==> config.mk <==
export PLATFORM = sky130hd
export DESIGN_NAME = drv_cfg_apply
export DESIGN_NICKNAME = d
export VERILOG_FILES = /design/src/rtl/drv_cfg_apply.sv
export SDC_FILE = /design/constraint.sdc
export NUM_CORES = 1
export LEC_CHECK = 0
export CAP_MARGIN = 20
export CORE_UTILIZATION = 45
export DETAILED_ROUTE_END_ITERATION = 6
export GPL_TIMING_DRIVEN = 1
export PLACE_DENSITY = 0.75
export SLEW_MARGIN = 0
export SYNTH_ARGS = -nofsm -noshare
export SYNTH_HDL_FRONTEND = slang
export SYNTH_SLANG_ARGS = --single-unit
export TNS_END_PERCENT = 20
==> constraint.sdc <==
create_clock -name clk -period 4.6 [get_ports clk]
set_input_delay 0.69 -clock clk [delete_from_list [all_inputs] [get_ports clk]]
set_output_delay 0.69 -clock clk [all_outputs]
set_load 0.02 [all_outputs]
==> src/rtl/drv_cfg_apply.sv <==
// drv_cfg_apply: applies staged delay codes and current-leg enables to the
// LVDS driver macro. Delay codes are committed on a serializer frame boundary
// (or forced after a timeout); current legs ramp one bit at a time.
//
// state   | meaning
// --------+---------------------------------------------------------------
// S_IDLE  | nothing in flight, waiting for a commit request
// S_ARMED | targets staged, waiting for frame sync or sync timeout
// S_RAMP  | delays applied, stepping o_current toward the staged target
module drv_cfg_apply #(
  parameter int unsigned RAMP_DIV     = 4,
  parameter int unsigned SYNC_TIMEOUT = 1024
) (
  input  logic        clk,
  input  logic        reset,
  input  logic [15:0] i_del_sync,
  input  logic [15:0] i_del_p,
  input  logic [15:0] i_del_n,
  input  logic [31:0] i_current,
  input  logic        i_update_req,
  input  logic        i_frame_sync,
  output logic [15:0] o_del_sync,
  output logic [15:0] o_del_sync_inv,
  output logic [15:0] o_del_p,
  output logic [15:0] o_del_p_inv,
  output logic [15:0] o_del_n,
  output logic [15:0] o_del_n_inv,
  output logic [31:0] o_current,
  output logic        o_busy,
  output logic        o_done,
  output logic        o_sync_timeout
);

  localparam int          RW        = (RAMP_DIV > 1) ? $clog2(RAMP_DIV) : 1;
  localparam logic [RW-1:0] RAMP_LAST = RW'(RAMP_DIV - 1);
  localparam logic [15:0] TMO_LAST  = 16'(SYNC_TIMEOUT - 1);

  typedef enum logic [1:0] {
    S_IDLE  = 2'd0,
    S_ARMED = 2'd1,
    S_RAMP  = 2'd2
  } state_t;

  state_t        state;
  logic [15:0]   stg_del_sync;
  logic [15:0]   stg_del_p;
  logic [15:0]   stg_del_n;
  logic [31:0]   stg_current;
  logic          pending;
  logic [15:0]   tmo_cnt;
  logic [RW-1:0] ramp_cnt;

  logic          tmo_hit;
  logic [31:0]   cur_diff;
  logic [31:0]   cur_step;

  // Inverted delay codes track the applied registers in the same cycle.
  assign o_del_sync_inv = ~o_del_sync;
  assign o_del_p_inv    = ~o_del_p;
  assign o_del_n_inv    = ~o_del_n;

  // A zero timeout parameter disables the forced apply entirely.
  assign tmo_hit = (SYNC_TIMEOUT != 0) && (tmo_cnt == TMO_LAST);

  // Isolate the lowest-index differing leg so each step moves one bit only.
  assign cur_diff = o_current ^ stg_current;
  assign cur_step = cur_diff & (~cur_diff + 32'd1);

  // Sequencer: staging, frame-aligned delay apply and current-leg ramp.
  always_ff @(posedge clk or negedge reset) begin
    if (!reset) begin
      state          <= S_IDLE;
      stg_del_sync   <= '0;
      stg_del_p      <= '0;
      stg_del_n      <= '0;
      stg_current    <= '0;
      pending        <= 1'b0;
      tmo_cnt        <= '0;
      ramp_cnt       <= '0;
      o_del_sync     <= '0;
      o_del_p        <= '0;
      o_del_n        <= '0;
      o_current      <= '0;
      o_busy         <= 1'b0;
      o_done         <= 1'b0;
      o_sync_timeout <= 1'b0;
    end else begin
      o_done         <= 1'b0;
      o_sync_timeout <= 1'b0;
      case (state)
        S_IDLE: begin
          if (i_update_req) begin
            stg_del_sync <= i_del_sync;
            stg_del_p    <= i_del_p;
            stg_del_n    <= i_del_n;
            stg_current  <= i_current;
            tmo_cnt      <= '0;
            state        <= S_ARMED;
            o_busy       <= 1'b1;
          end
        end

        S_ARMED: begin
          if (i_frame_sync || tmo_hit) begin
            // A request arriving with the apply is deferred: the values
            // already staged go out now, the new ones follow after the ramp.
            o_del_sync     <= stg_del_sync;
            o_del_p        <= stg_del_p;
            o_del_n        <= stg_del_n;
            ramp_cnt       <= '0;
            state          <= S_RAMP;
            o_sync_timeout <= ~i_frame_sync;
            if (i_update_req) pending <= 1'b1;
          end else if (i_update_req) begin
            stg_del_sync <= i_del_sync;
            stg_del_p    <= i_del_p;
            stg_del_n    <= i_del_n;
            stg_current  <= i_current;
            tmo_cnt      <= '0;
          end else begin
            tmo_cnt <= tmo_cnt + 16'd1;
          end
        end

        S_RAMP: begin
          if (cur_diff == '0) begin
            o_done <= 1'b1;
            // A request landing on the completion cycle is treated as
            // pending so it is not lost.
            if (pending || i_update_req) begin
              pending      <= 1'b0;
              stg_del_sync <= i_del_sync;
              stg_del_p    <= i_del_p;
              stg_del_n    <= i_del_n;
              stg_current  <= i_current;
              tmo_cnt      <= '0;
              state        <= S_ARMED;
            end else begin
              state  <= S_IDLE;
              o_busy <= 1'b0;
            end
          end else begin
            if (i_update_req) pending <= 1'b1;
            if (ramp_cnt == RAMP_LAST) begin
              o_current <= o_current ^ cur_step;
              ramp_cnt  <= '0;
            end else begin
              ramp_cnt <= ramp_cnt + 1'b1;
            end
          end
        end

        default: begin
          state  <= S_IDLE;
          o_busy <= 1'b0;
        end
      endcase
    end
  end

endmodule

==> metrics.txt <==
Starting Density 46.0%; vias 5,732; initial antenna violation count 0; CP Class flip-flop to flip-flop; final setup TNS 0 ns; Tmin final 3.64 ns; sequential share of the synthesized area 57.9%; Slew @ Worst Pin 0.961 ns; Crit path required time 4.91 ns; Max Clock Freq 275 MHz; drt wl/cell 15.9 µm; Pwr Density 653 mW/mm²; post-CTS setup buffer count 0; ys async rst share 100%; layout cell share with drive strength beyond 1 17.1%; Peak VDD IR 0.430 mV; CP bufs+invs 1; Layout fillers 1,412; IO Pins 215; Post-synth top flop dfrtp_1; Post-Syn Area 0.00796 mm²; max incr delay on CP 0.70 ns; final setup violating endpoints 0; CP Capture Type flip-flop; final hold violations 0; Layout Nets 974; most frequent cell after synthesis dfrtp_1; Post-synth EDFFs 0; Critical Path, Cell by Cell xor2_1 -> or4b_1 -> nor4_4 -> a31oi_1 -> a2111oi_4 -> buf_4 -> mux2_2; Syn Inst Count 676; PortBufs 214; largest net degree at the start of global routing 107; post-cts sizing count 0; Synth area leader dfrtp_1; Syn Nets 762; CTS Buf Count 17; clock root cell clkbuf_16; Leak 4.62 nW; most used routing layer met2; Max Slew Vio Count 0; Total GRT Usage 20.5%; worst skew pair latency 0.43 ns; Max Buffers Root-to-Sink 2; launching element of the worst setup path stg_current[9]; Mapped Avg Cell Area 11.8 µm²; Max Cap Violations 0; maximum fanout along the worst path 48; num rows 48; status finished, final reports clean; fin util 62.8%; Synth-to-Final Area Change 36.5%; global-route wire length before repair 29.1 mm; met3 Usage GRT 7.51%; Yosys top cell area share 57.9%; met1 usage in global routing 25.4%; clk slew on worst S/H paths 0.07 ns; initial DRC count 224; core area 0.0173 mm²; Chip Width 135 µm; slowest cell on the critical path or4b_1; DIE AREA 0.0182 mm²; CTS Hold Bufs 0; Unique masters post-synth 51; Layout Skew 0.00819 ns; Reg-to-Reg Start stg_current[9]; final worst path period share 79.2%; Post-route DRC 0; RSZ-0062 raised after global routing false; Post-Route WL 17.9 mm; Detailed Place HPWL 12.7 mm; gpl congestion 0.794; Global Route met2 Usage 33.6%; Synth Register Bits 184; headroom to the max-slew limit 35.6%; gr ovfl total 0; clk sinks 184; Hold Path Class input port to async pin; YS warnings 0; DR pass1 iterations 4; CTS tree yes; CP Launch Type flip-flop; Synth top cells by count 184 x dfrtp_1, 105 x mux2_2, 75 x nand2_1, 57 x o21ai_0, 53 x inv_1; Post-DRT Antenna Nets 0; Synth area leaders dfrtp_1 58%, mux2_2 15%, o21ai_0 3.6%, nand2_1 3.5%, xnor2_1 2.9%; Die Ht 135 µm; Antenna diodes 0; WP data arrival 3.95 ns; vias in the first global route 5,764; CP top delay family simple AND/OR/NAND/NOR gates; H-Tree Depth 4; vias per inst 5.09
path summary, 6_finish.rpt:
check	endpoint	slack, ns	cells past startpoint
min in group clk	o_del_n[11]	0.48	2
worst min-delay path	o_del_p[9]	0.37	1
worst min register to register	o_del_n[11]	0.48	2
worst max-delay path	stg_current[25]	0.96	7
max in group asynchronous	async pin	3.29	2
worst max register to register	stg_current[25]	0.96	7
stage by stage:
stage | setup slack [ns] | hold slack, ns | total power [W] | cell area [µm²] | std cells
finish | 0.958 | 0.370 | 0.00709 | 10900 | 1126
global route | 0.755 | 0.457 | 0.00751 | 10900 | 1126
CTS | 0.928 | 0.417 | 0.00717 | 10900 | 1126
detailed placement | 0.967 | 0.464 | 0.00565 | 10300 | 1094
global placement | 1.02 | 0.453 | 0.00558 | 10300 | 1094
floorplan | 1.55 | 0.394 | 0.00446 | 7960 | 676
logic make-up after synthesis:
group / synth area share, %
AOI/OAI and AO/OA: 7.34
muxes: 15.9
and+or+nand+nor: 10.3
adders and majority gates: 0.314
DFF: 57.9
xor gates and xnor gates: 3.74
buffers and inverters: 4.59
power breakdown:
| part | internal, W | total [W] | switching, W | leakage [nW] |
|---|---|---|---|---|
| clock | 0.000831 | 0.00149 | 0.000658 | 0.285 |
| combinational | 0.00147 | 0.00298 | 0.00152 | 2.03 |
| sequential | 0.00222 | 0.00262 | 0.000398 | 2.30 |
cells in the final DEF (no fill, tap or decap), types with 3 or more instances in the layout:
master and n:
nand4_1 7, nand3_1 19, o21a_1 4, inv_1 53, nand2b_1 3, clkbuf_16 17
mux2_1 7, xnor2_1 26, buf_4 3, o31ai_1 3, nand2_1 75, inv_6 3
mux2_2 105, and3_1 4, inv_8 3, nor2_1 32, o21ai_0 57, nor3_1 9
clkdlybuf4s50_1 213, xor2_1 8, a31oi_1 8, clkinvlp_4 4, a21oi_1 9, dfrtp_1 184
final cells by class:
type	count	area [µm²]	area share, %
Clock buffer	18	439	4.04
Clock inverter	14	164	1.51
Inverter	54	203	1.87
Multi-Input combinational cell	413	2990	27.5
Sequential cell	184	4600	42.4
Tap cell	225	282	2.59
Timing Repair Buffer	218	2190	20.1
routing by layer:
layer	wire length, µm	up-vias
met1	7700	2810
met5	0	-
met3	1370	19
met2	8590	171
li1	-	2732
met4	268	0
Power figures use the tool's default switching activity.
